`config.mk`:
```
export PLATFORM = sky130hd
export DESIGN_NAME = rv32_wb_arbiter
export DESIGN_NICKNAME = d
export VERILOG_FILES = /design/src/rtl/rv32_types_pkg.sv /design/src/rtl/rv32_busy_scoreboard.sv /design/src/rtl/rv32_wb_arbiter.sv
export SDC_FILE = /design/constraint.sdc
export NUM_CORES = 1
export LEC_CHECK = 0
export BUFFER_PORTS_ARGS = -buffer_cell sky130_fd_sc_hd__buf_4
export CORE_MARGIN = 2
export CORE_UTILIZATION = 52
export DETAILED_ROUTE_END_ITERATION = 10
export PLACE_DENSITY = 0.95
export SKIP_LAST_GASP = 1
export SLEW_MARGIN = 5
export SYNTH_ARGS = -nofsm -noshare
export SYNTH_HDL_FRONTEND = slang
export SYNTH_HIERARCHICAL = 1
export SYNTH_SLANG_ARGS = --single-unit
```
`constraint.sdc`:
```
create_clock -name clk -period 4.2 [get_ports clk]
set_input_delay 0 -clock clk [delete_from_list [all_inputs] [get_ports clk]]
set_output_delay 0 -clock clk [all_outputs]
set_load 0.01 [all_outputs]
```
`src/rtl/rv32_types_pkg.sv`:
```
// Shared RV32 core types: register ids, data words, writeback arbiter
// state encoding and starvation counter width.
package rv32_types;

   typedef logic [4:0]  rv_reg_id_t;
   typedef logic [31:0] rv32_word;

   typedef enum logic [1:0] {
      IDLE,
      PEND,
      FORCE
   } wb_arb_state_t;

   localparam int WB_ARB_STARVE_W = 4;

endpackage

```
`src/rtl/rv32_busy_scoreboard.sv`:
```
// Per-register outstanding-write mask; a set beats a clear on the same
// bit in the same cycle, and x0 is never marked busy.
module rv32_busy_scoreboard
   import rv32_types::*;
(
   input  logic       clk,
   input  logic       resetn,
   input  logic       set_en,
   input  rv_reg_id_t set_rd,
   input  logic       clr_en,
   input  rv_reg_id_t clr_rd,
   output rv32_word   mask
);

   rv32_word set_vec;
   rv32_word clr_vec;

   always_comb begin
      set_vec = '0;
      clr_vec = '0;
      if (set_en && set_rd != 5'd0)
         set_vec = 32'd1 << set_rd;
      if (clr_en)
         clr_vec = 32'd1 << clr_rd;
   end

   always_ff @(posedge clk or negedge resetn) begin
      if (!resetn)
         mask <= '0;
      else
         mask <= (mask & ~clr_vec) | set_vec;
   end

endmodule

```
`src/rtl/rv32_wb_arbiter.sv`:
```
// Register-file write port arbiter: WB stage vs. long-latency unit result.
// RV32_WB_ARB_BYPASS_EN lets an idle-cycle unit result skip the hold buffer.
module rv32_wb_arbiter
   import rv32_types::*;
#(
   parameter int STARVE_LIMIT = 4
) (
   input  logic        clk,
   input  logic        resetn,
   input  logic        wb_reg_write,
   input  logic [4:0]  wb_rd,
   input  logic [31:0] wb_data,
   input  logic        aux_issue_valid,
   input  logic [4:0]  aux_issue_rd,
   input  logic        aux_valid,
   output logic        aux_ready,
   input  logic [4:0]  aux_rd,
   input  logic [31:0] aux_data,
   output logic        rf_we,
   output logic [4:0]  rf_rd,
   output logic [31:0] rf_data,
   output logic        pipe_stall,
   output logic [31:0] busy_mask
);

   typedef logic [WB_ARB_STARVE_W-1:0] starve_t;

   localparam starve_t LAST_DENY = starve_t'(STARVE_LIMIT - 1);

   wb_arb_state_t state;
   wb_arb_state_t state_nxt;
   starve_t       starve_cnt;
   starve_t       starve_nxt;
   rv_reg_id_t    hold_rd;
   rv32_word      hold_data;

   logic       pw;
   logic       load;
   logic       hold_wr;
   logic       byp_wr;
   logic       we_c;
   logic       stall_c;
   logic       ready_c;
   rv_reg_id_t rd_c;
   rv32_word   data_c;

   assign pw = wb_reg_write && (wb_rd != 5'd0);

   always_comb begin
      state_nxt  = state;
      starve_nxt = starve_cnt;
      load       = 1'b0;
      hold_wr    = 1'b0;
      byp_wr     = 1'b0;
      we_c       = 1'b0;
      stall_c    = 1'b0;
      ready_c    = 1'b0;
      rd_c       = wb_rd;
      data_c     = wb_data;
      unique case (state)
         IDLE: begin
            ready_c    = 1'b1;
            we_c       = pw;
            starve_nxt = '0;
`ifdef RV32_WB_ARB_BYPASS_EN
            if (aux_valid && aux_rd != 5'd0 && !pw) begin
               byp_wr = 1'b1;
               we_c   = 1'b1;
               rd_c   = aux_rd;
               data_c = aux_data;
            end else if (aux_valid && aux_rd != 5'd0) begin
               load      = 1'b1;
               state_nxt = PEND;
            end
`else
            if (aux_valid && aux_rd != 5'd0) begin
               load      = 1'b1;
               state_nxt = PEND;
            end
`endif
         end
         PEND: begin
            we_c = 1'b1;
            if (!pw) begin
               hold_wr    = 1'b1;
               rd_c       = hold_rd;
               data_c     = hold_data;
               starve_nxt = '0;
               state_nxt  = IDLE;
            end else begin
               starve_nxt = starve_cnt + 1'b1;
               if (starve_cnt == LAST_DENY)
                  state_nxt = FORCE;
            end
         end
         FORCE: begin
            // WB inputs are held by the stall and retire next cycle
            hold_wr    = 1'b1;
            we_c       = 1'b1;
            rd_c       = hold_rd;
            data_c     = hold_data;
            stall_c    = pw;
            starve_nxt = '0;
            state_nxt  = IDLE;
         end
         default: begin
            state_nxt  = IDLE;
            starve_nxt = '0;
         end
      endcase
   end

   // Outputs are forced quiet while reset is asserted
   assign rf_we      = resetn & we_c;
   assign pipe_stall = resetn & stall_c;
   assign aux_ready  = resetn & ready_c;
   assign rf_rd      = resetn ? rd_c : 5'd0;
   assign rf_data    = resetn ? data_c : 32'd0;

   always_ff @(posedge clk or negedge resetn) begin
      if (!resetn) begin
         state      <= IDLE;
         starve_cnt <= '0;
         hold_rd    <= '0;
         hold_data  <= '0;
      end else begin
         state      <= state_nxt;
         starve_cnt <= starve_nxt;
         if (load) begin
            hold_rd   <= aux_rd;
            hold_data <= aux_data;
         end
      end
   end

   rv32_busy_scoreboard u_busy (
      .clk    (clk),
      .resetn (resetn),
      .set_en (aux_issue_valid),
      .set_rd (aux_issue_rd),
      .clr_en (hold_wr | byp_wr),
      .clr_rd (byp_wr ? aux_rd : hold_rd),
      .mask   (busy_mask)
   );

endmodule

```
# After elaboration in Yosys (flattened, before gate mapping)
# Index checks and enable logic that the tools add are counted.
# W data, S select, Z words.
[totals]
input_bits = 84
output_inout_bits = 72
reg_bits = 75
[classes]
add_sub_neg = 1
bitwise = 6
mux = 21
reduce_logical = 9
n_eq_ne = 5
shift = 2
[op_table]
columns = ["op", "count"]
rows = [
  ["$mux W32", 4],
  ["$pmux W32 S2", 1],
  ["$shl A1 B5 Y32 const A", 2],
  ["$and A32 B32 Y32", 1],
  ["$not A32 Y32", 1],
  ["$or A32 B32 Y32", 1],
  ["$reduce_bool A5 Y1", 3],
  ["$mux W5", 2],
  ["$pmux W5 S2", 1],
  ["$mux W4", 2],
  ["$mux W2", 3],
  ["$mux W1", 5],
  ["$add A4 B1 Y4 const B", 1],
  ["$eq A4 B2 Y1 const B", 1],
  ["$pmux W1 S2", 2],
  ["$pmux W2 S2", 1],
  ["$and A1 B1 Y1", 3],
  ["$logic_and A1 B1 Y1", 3],
  ["$ne A3 B3 Y1 const B", 1],
  ["$eq A2 B1 Y1 const B", 1],
  ["$eq A2 B2 Y1 const B", 1],
  ["$logic_not A2 Y1", 1],
  ["$ne A2 B2 Y1 const B", 1],
  ["$reduce_and A2 Y1", 1],
  ["$reduce_or A2 Y1", 1],
]

# Longest topological paths before layout
# Gate-level depths: netlist of the first run.
[depth]
word_depth = 8
depth_mapped = 8
depth_no_buf = 7

# By module
# Netlist of the first run, hierarchy kept.
[modules_own_cells]
columns = ["mod", "cells_per_inst", "n_inst", "seq_area_each_um2", "area_per_inst_um2"]
rows = [
  ["rv32_wb_arbiter", 208, 1, 1076.0, 2392.3],
  ["rv32_busy_scoreboard", 127, 1, 800.8, 1336.3],
]

# Worst setup path after synthesis of the first run
# OpenSTA, ideal clock, no wires.
[synth_timing]
path_type = "reg2reg"
startpoint = "register state[0]"
endpoint = "register u_busy.mask[10]"
t_arrival_ps = 2324
path_stages_with_launch = 9
setup_time_ps = 124
t_required_ps = 4076
slack_ps = 1752
path_cell_list = "dfrtp_1 > inv_1 > ha_1 > nor4bb_1 > a221o_1 > clkbuf_1 > or4b_4 > o21ai_1 > o21ai_1"
[synth_via]
elab_chain_len = 6
[synth_lines]
columns = ["item", "line_no", "rtl"]
rows = [
  ["start: declaration", "rv32_wb_arbiter.sv:30", "wb_arb_state_t state;"],
  ["start signal: assignment", "rv32_wb_arbiter.sv:127", "state <= state_nxt;"],
  ["$eq A2 B2 Y1 or $eq A2 B1 Y1 (tied branches)", "rv32_wb_arbiter.sv:60", "unique case (state)"],
  ["$pmux W1 S2 *", "rv32_wb_arbiter.sv:60", ""],
  ["via hold_wr", "rv32_wb_arbiter.sv:39", "logic hold_wr;"],
  ["$mux W32 *", "rv32_busy_scoreboard.sv:23", "if (clr_en)"],
  ["$not A32 Y32 *", "rv32_busy_scoreboard.sv:31", "mask <= (mask & ~clr_vec) | set_vec;"],
  ["$and A32 B32 Y32 *", "rv32_busy_scoreboard.sv:31", ""],
  ["$or A32 B32 Y32 *", "rv32_busy_scoreboard.sv:31", ""],
  ["end signal: assignment", "rv32_busy_scoreboard.sv:31", ""],
  ["end: declaration", "rv32_busy_scoreboard.sv:12", "output rv32_word mask"],
]
# The timed path passes the listed nets; every way through them passes the cells marked *.
# A chain may end at the register's enable or synchronous reset.

# Final worst setup path of the first run
[layout_timing]
startpoint = "register state[0]"
endpoint = "register u_busy.mask[1]"
[layout_via]
elab_chain_len = 6
[layout_lines]
columns = ["item", "line_no"]
rows = [
  ["$eq A2 B2 Y1 or $eq A2 B1 Y1 (tied branches)", "rv32_wb_arbiter.sv:60"],
  ["$pmux W1 S2 *", "rv32_wb_arbiter.sv:60"],
  ["$mux W32 *", "rv32_busy_scoreboard.sv:23"],
  ["$not A32 Y32 *", "rv32_busy_scoreboard.sv:31"],
  ["$and A32 B32 Y32 *", "rv32_busy_scoreboard.sv:31"],
  ["$or A32 B32 Y32 *", "rv32_busy_scoreboard.sv:31"],
]
# Every way passes the cells marked *; elsewhere a longest branch is shown, timed or not.

==> run_results.csv, run 1 <==
group,metric,value,unit
setup_path,setup.worst_path.class,"reg -> reg",
sta,hold_violations,0,
sta,setup-tns-final,0,ns
clock_network,cts.repair_timing.setup_buffer_count,0,
finish,final_core_util,81.17,%
finish,flow.area_growth_from_synthesis,49.53,%
setup_path,reg2reg_to,"u_busy/mask[1]$_DFF_PN0_",
synth,synth-edff-count,0,
sta,layout_min_cycle_time,3.370,ns
global_routing,grt-ovfl-total,0,
setup_path,startpoint_type,"flop",
synth,postSynthRegisterBits,75,
floorplan,initial_utilization,54.28,%
setup_path,crit_path_frequent_cell,"o21ai_0",
global_routing,grt_max_degree,91,
clock_network,cts_tree,"built",
synth,number_of_nets_in_the_synthesized_netlist,424,
sta,worst_slew_pin_slew,1.218,ns
clock_network,cts.sinks,75,
synth,yosysUniqueCellTypes,43,
finish,finish.net_count,620,
finish,seqCellArea,1877,um2
sta,timing.hold.ws,0.04806,ns
finish,antenna_cells,0,
detailed_routing,dr_total_vias,3690,
clock_network,ctsRootBufferMaster,"clkbuf_8",
hold_path,worst_hold_path.endpoint,"u_busy/mask[8]$_DFF_PN0_",
detailed_routing,drt_first_iter_violations,385,
clock_network,clk_transition_reported_paths,0.08,ns
flow_run,maxCapViolCount,0,
synth,seq_area_frac_synth,50.34,%
clock_network,clk_latency,0.35,ns
finish,drive_above_1_share,40.11,%
clock_network,tritoncts.num_buffers,9,
sta,grt_setup_unrepaired,"no",
sta,slew-limit-headroom,18.41,%
placed_design,port-buffer-count,155,
setup_path,timing.reg2reg.worst_path_depth,8,
floorplan,floorplan.die.width,88.68,um
floorplan,ios,156,
detailed_routing,detail_route.wirelength,12300,um
setup_path,rrSetupSlack,0.83,ns
power,leakagePower,2.529,nW
floorplan,dieArea,7863,um2
setup_path,cp_max_delay_cell,"a221o_1",
run_status,status,"completed",
setup_path,timing.critical_path.required,4.43,ns
hold_path,timing.hold.worst.start,"aux_issue_rd[0]",
finish,multiInputGateArea,1748,um2
setup_path,worst_path_largest_cell_delay,0.63,ns
power,vdd_drop_max,0.3606,mV
setup_path,critical_path.reg2reg.startpoint,"state[0]$_DFFE_PN0P_",
synth,post_synth.cell_area_avg,11.13,um2
detailed_routing,routedWlPerCell,19.46,um
synth,synth_top_flop_cell,"dfrtp_1",
synth,mappedNetlistArea,3729,um2
global_routing,grt_pass1_vias,3590,
placed_design,gp_congestion,0.8768,
sta,final-max-slew-violation-count,0,
hold_path,worst_hold_class,"in -> reg",
synth,post_synthesis_cell_count,335,
sta,period_share,80.24,%
setup_path,critical_path_cell_count,8,
floorplan,die_y,88.68,um
detailed_routing,ant_nets,0,
placed_design,hpwl,7720,um
sta,finalSetupViolCount,0,
hold_path,hold-path-cell-count,3,
detailed_routing,drt_pass1_iterations,5,
global_routing,grt_first_pass_wirelength,18300,um
clock_network,cts.path.max_buffers,2,
global_routing,antenna_violations_before_repair,0,
floorplan,rows,30,
setup_path,worst_setup_path_end_kind,"flop",
setup_path,worstPathArrival,3.60,ns
clock_network,clock_tree.htree_level_count,3,
floorplan,floorplan.core_area,6869,um2
setup_path,worstSetupStartpoint,"state[0]$_DFFE_PN0P_",
setup_path,crit_fanout,18,
setup_path,critical_path.top_delay_family,"compound AO/OA/AOI/OAI gates",
detailed_routing,remaining_drc_errors,0,
finish,final_cell_mix,"buf_4, dfrtp_1, o21ai_0",
setup_path,critical_path_buf_inv_count,2,
finish,most_common_library_cell_in_the_layout_ignoring_fill_and_taps,"buf_4",
setup_path,cp_cell_sequence,"inv_1 -> ha_1 -> nor4bb_1 -> a221o_1 -> nand4bb_1 -> o21ai_0 -> o21ai_0 -> dlygate4sd3_1",
detailed_routing,avgViaCountPerCell,5.839,
sta,timing.clock.skew,0.01148,ns
power,power-per-cell-area,589.1,nW/um2
synth,asyncSetResetFlopFracSynth,100.0,%
synth,ys_warn_count,6,
finish,n_fill_cell,393,
global_routing,grt_use_total,30.88,%
sta,clock.fmax,296.7,MHz
## logic make-up (layout without fill, tap and decap cells)
family                   after synthesis  count (layout)  share of synthesized area (%)
multiplexers                          37              37                          11.17
flip-flops                            75              75                          50.34
AO/OA/AOI/OAI                        112             112                          18.72
AND/OR/NAND/NOR                       85              85                          14.66
adder cells (fa/ha/maj)                5               5                          1.678
buffers and inverters                 19             220                          2.953
XOR/XNOR                               2               2                         0.4699
## metal layers
layer,part of all wire (%),up-vias,track usage [%]
met1,37,1793,40.01
met2,51,224,50.27
met5,0,-,0
met4,4.1,0,13.50
li1,-,1623,-
met3,7.9,50,6.343
## layout make-up
class | count | area share [%]
clock buffer | 10 | 2.469
sequential | 75 | 33.66
multi-input combinational | 241 | 31.35
inverter | 3 | 0.2020
clock inverter | 6 | 1.167
tap | 96 | 2.154
timing repair buffer | 201 | 28.99
## worst reg2reg max path, stage by stage (launching register included)
cell and delay, ns:
dfrtp_1 0.44, inv_1 0.10, ha_1 0.42, nor4bb_1 0.36
a221o_1 0.63, nand4bb_1 0.38, o21ai_0 0.25, o21ai_0 0.11
dlygate4sd3_1 0.57
## through the flow
stage / cell area (um2) / instances / power (mW) / setup slack, ns
final: 5575 / 632 / 3.284 / 0.8300
after global placement: 4942 / 573 / 2.544 / 1.651
after global routing: 5575 / 632 / 3.454 / 0.7461
after detailed placement: 4942 / 573 / 2.623 / 1.422
after floorplan: 3729 / 335 / 1.996 / 1.752
after CTS: 5575 / 632 / 3.233 / 1.021
## state kept, by name, summed over array words and instances (netlist names)
name and count:
state 2, hold_data 32, hold_rd 5, u_busy/mask 32, starve_cnt 4
## power breakdown
group / switching (mW) / internal (mW) / leakage (nW)
Clock: 0.280 / 0.291 / 0.102
Sequential: 0.255 / 1.05 / 0.887
Combinational: 0.695 / 0.717 / 1.54
Total: 1.23 / 2.05 / 2.53
## cells in the mapped netlist (2+ instances only)
master / instances / area, um2
nand4b_1: 3 / 26.28
a21oi_1: 3 / 15.01
mux2_2: 35 / 394.1
o21ai_1: 6 / 30.03
buf_2: 4 / 20.02
mux2_1: 2 / 22.52
and3_1: 2 / 12.51
nor2b_1: 38 / 237.7
dfrtp_1: 75 / 1877
a31oi_1: 2 / 12.51
o21ai_0: 56 / 280.3
nand3b_1: 4 / 30.03
buf_8: 3 / 45.04
nand4bb_1: 3 / 33.78
and2_1: 2 / 12.51
clkbuf_1: 9 / 33.78
a21boi_0: 2 / 15.01
ha_1: 5 / 62.56
nand2b_1: 4 / 25.02
nand2_1: 8 / 30.03
a22oi_1: 37 / 277.8
inv_1: 3 / 11.26
nand3_1: 4 / 20.02
nor2_1: 6 / 22.52
## how the worst max path moves through the flow
stage,to
floorplan,u_busy/mask[10]$_DFF_PN0_
global placement,u_busy/mask[8]$_DFF_PN0_
detailed placement,u_busy/mask[10]$_DFF_PN0_
CTS,u_busy/mask[1]$_DFF_PN0_
global route,u_busy/mask[1]$_DFF_PN0_
finish,u_busy/mask[1]$_DFF_PN0_
## repair_timing
item / 4_1_cts / 5_1_grt
hold endpoints to repair: 101 / 0
hold buffers: 43 / 0
gates resized for setup: 0 / 0
Power figures use the tool's default switching activity.
==> run 2: changes to the inputs <==
--- a/config.mk
+++ b/config.mk
@@ -7,9 +7,9 @@
 export LEC_CHECK = 0
 export BUFFER_PORTS_ARGS = -buffer_cell sky130_fd_sc_hd__buf_4
 export CORE_MARGIN = 2
-export CORE_UTILIZATION = 52
+export CORE_UTILIZATION = 48
 export DETAILED_ROUTE_END_ITERATION = 10
-export PLACE_DENSITY = 0.95
+export PLACE_DENSITY = 0.91
 export SKIP_LAST_GASP = 1
 export SLEW_MARGIN = 5
 export SYNTH_ARGS = -nofsm -noshare
==> constraint.sdc (replaced) <==
create_clock -name clk -period 3.45 [get_ports clk]
set_input_delay 0 -clock clk [delete_from_list [all_inputs] [get_ports clk]]
set_output_delay 0 -clock clk [all_outputs]
set_load 0.01 [all_outputs]
==> run 2 against run 1 <==
Effect of this change:
- clock-buffer cell count rose by 1
- die area grew 8.0%
- first-iteration DRC count is 27% lower
- core utilization fell by 8.1 points
- via count fell by 1.5%
- combinational power rose by 21%
- worst hold slack worse by 0.014 ns
- global-route usage fell by 2.8 points
- register-to-register slack got worse by 0.54 ns
- sequential share of layout area rose by 0.099 points
- clock skew decreased by 0.00084 ns
- worst setup slack got worse by 0.54 ns
- critical endpoint unchanged
- highest routed layer unchanged
==> run_results.csv, run 2 (synthesis results as in run 1) <==
group,metric,value,unit
power,vdd_drop_max,0.4539,mV
detailed_routing,remaining_drc_errors,0,
flow_run,maxCapViolCount,0,
sta,worst_slew_pin_slew,0.7488,ns
global_routing,grt_first_pass_wirelength,18310,um
setup_path,timing.critical_path.required,3.68,ns
setup_path,setup.worst_path.class,"reg -> reg",
finish,drive_above_1_share,39.89,%
setup_path,cp_cell_sequence,"inv_1 -> ha_1 -> nor4bb_1 -> a221o_1 -> nand4bb_1 -> o21ai_0 -> o21ai_0 -> dlygate4sd3_1",
clock_network,clock_tree.htree_level_count,3,
sta,hold_violations,0,
global_routing,grt_max_degree,78,
setup_path,critical_path_cell_count,8,
floorplan,floorplan.die.width,92.14,um
finish,most_common_library_cell_in_the_layout_ignoring_fill_and_taps,"buf_4",
detailed_routing,drt_first_iter_violations,281,
power,power.sequential.fraction,40.0,%
detailed_routing,drt_pass1_iterations,5,
power,internal_power,2.494,mW
clock_network,cts_tree,"built",
power,power_spent_charging_and_discharging_nets,1.451,mW
floorplan,die_y,92.14,um
sta,period_share,91.60,%
clock_network,clk_transition_reported_paths,0.08,ns
detailed_routing,ant_nets,0,
setup_path,worstPathArrival,3.39,ns
clock_network,clk_latency,0.35,ns
power,power-per-cell-area,709.6,nW/um2
placed_design,number_of_instances_in_the_placed_design,580,
sta,slew-limit-headroom,50.08,%
global_routing,grt_pass1_vias,3599,
setup_path,timing.reg2reg.worst_path_depth,8,
placed_design,gp_congestion,0.8169,
floorplan,dieArea,8489,um2
floorplan,initial_utilization,49.01,%
detailed_routing,dr_total_vias,3633,
clock_network,ctsRootBufferMaster,"clkbuf_8",
setup_path,critical_path.reg2reg.startpoint,"state[0]$_DFFE_PN0P_",
hold_path,worst_hold_class,"in -> reg",
sta,setup-tns-final,0,ns
finish,seqCellArea,1877,um2
setup_path,cp_max_delay_cell,"dlygate4sd3_1",
setup_path,critical_path.top_delay_family,"compound AO/OA/AOI/OAI gates",
setup_path,crit_path_frequent_cell,"o21ai_0",
setup_path,worst_setup_path_end_kind,"flop",
detailed_routing,routedWlPerCell,18.81,um
sta,timing.hold.ws,0.03403,ns
sta,clock.fmax,316.4,MHz
placed_design,placed_cell_areas,4957,um2
finish,n_fill_cell,557,
placed_design,hpwl,7753,um
setup_path,crit_fanout,16,
floorplan,ios,156,
finish,finish.net_count,620,
setup_path,critical_path_buf_inv_count,2,
power,portion_of_total_power_attributed_to_combinational_logic,43.4,%
placed_design,port-buffer-count,155,
finish,multiInputGateArea,1748,um2
finish,postLayoutCellArea,5559,um2
clock_network,cts.sinks,75,
run_status,status,"completed",
power,leakagePower,2.524,nW
setup_path,worst_path_largest_cell_delay,0.57,ns
clock_network,cts.path.max_buffers,2,
sta,finalSetupViolCount,0,
global_routing,grt_use_total,28.11,%
clock_network,tritoncts.num_buffers,9,
global_routing,antenna_violations_before_repair,0,
setup_path,startpoint_type,"flop",
sta,final-max-slew-violation-count,0,
setup_path,reg2reg_to,"u_busy/mask[1]$_DFF_PN0_",
power,power_frac_clock,16.6,%
finish,final_cell_mix,"buf_4, dfrtp_1, o21ai_0",
hold_path,worst_hold_path.endpoint,"u_busy/mask[5]$_DFF_PN0_",
hold_path,timing.hold.worst.start,"aux_issue_rd[1]",
floorplan,rows,32,
power,swShare,36.79,%
finish,layout.cells.non_filler,636,
setup_path,rrSetupSlack,0.29,ns
finish,reg.largest.list,"hold_data (32), u_busy/mask (32), hold_rd (5)",
detailed_routing,detail_route.wirelength,11960,um
floorplan,floorplan.core_area,7607,um2
global_routing,grt-ovfl-total,0,
hold_path,hold-path-cell-count,4,
finish,antenna_cells,0,
sta,grt_setup_unrepaired,"no",
detailed_routing,avgViaCountPerCell,5.712,
sta,layout_min_cycle_time,3.160,ns
finish,flow.area_growth_from_synthesis,49.09,%
sta,timing.clock.skew,0.01064,ns
run 2: cell types whose count changed in the layout (fill, tap and decap cells not counted):
cell and delta:
clkinv_4 -2, buf_4 +1, dlygate4sd3_1 -1, clkbuf_1 +1
clkinvlp_4 -1
run 2: timing repair:
action                                 CTS  global route
hold buffers                            42             0
setup buffers                            0             0
resized for setup                        0             0
endpoints found under the hold margin   76             0
run 2: cell type report:
cell class,instances,area share [%]
Tap cell,102,2.296
Inverter,3,0.2026
Clock buffer,11,2.543
Clock inverter,3,0.7202
Multi-Input combinational cell,241,31.44
Sequential cell,75,33.76
Timing Repair Buffer,201,29.03
run 2: worst max-delay path by stage:
stage	from	end	slack [ns]
3_5_place_dp	state[0]$_DFFE_PN0P_	rf_data[10]	0.82
5_1_grt	state[0]$_DFFE_PN0P_	u_busy/mask[1]$_DFF_PN0_	0.07
6_report	state[0]$_DFFE_PN0P_	u_busy/mask[1]$_DFF_PN0_	0.29
2_1_floorplan	state[0]$_DFFE_PN0P_	u_busy/mask[10]$_DFF_PN0_	1.00
4_1_cts	state[0]$_DFFE_PN0P_	rf_data[10]	0.40
3_3_place_gp	state[0]$_DFFE_PN0P_	u_busy/mask[8]$_DFF_PN0_	0.95
run 2: power by group through the flow:
stage / logic [mW] / clock network [mW] / registers [mW]
floorplan: 0.873 / 0 / 1.56
finish: 1.71 / 0.656 / 1.58
detailed placement: 1.62 / 0 / 1.57
CTS: 1.67 / 0.660 / 1.56
global route: 1.84 / 0.703 / 1.61
global placement: 1.55 / 0 / 1.56
run 2: worst register-to-register path, stage by stage (launching register included):
cell           delay, ns
dfrtp_1             0.42
inv_1               0.10
ha_1                0.42
nor4bb_1            0.32
a221o_1             0.55
nand4bb_1           0.30
o21ai_0             0.24
o21ai_0             0.12
dlygate4sd3_1       0.57
run 2: stage by stage:
step | setup WS, ns | power, mW | utilization, %
after floorplan | 1.002 | 2.430 | -
after global placement | 0.9541 | 3.104 | 65.16
after detailed placement | 0.8169 | 3.191 | 65.16
after CTS | 0.4026 | 3.888 | 73.08
after global routing | 0.07075 | 4.157 | 73.08
final | 0.2897 | 3.945 | 73.08
run 2: layer usage:
metal	vias up	routed length (um)	global-route usage (%)
li1	1628	-	-
met1	1794	4736	35.05
met2	169	6145	47.06
met3	42	622	4.848
met4	0	457	14.43
met5	-	0	0
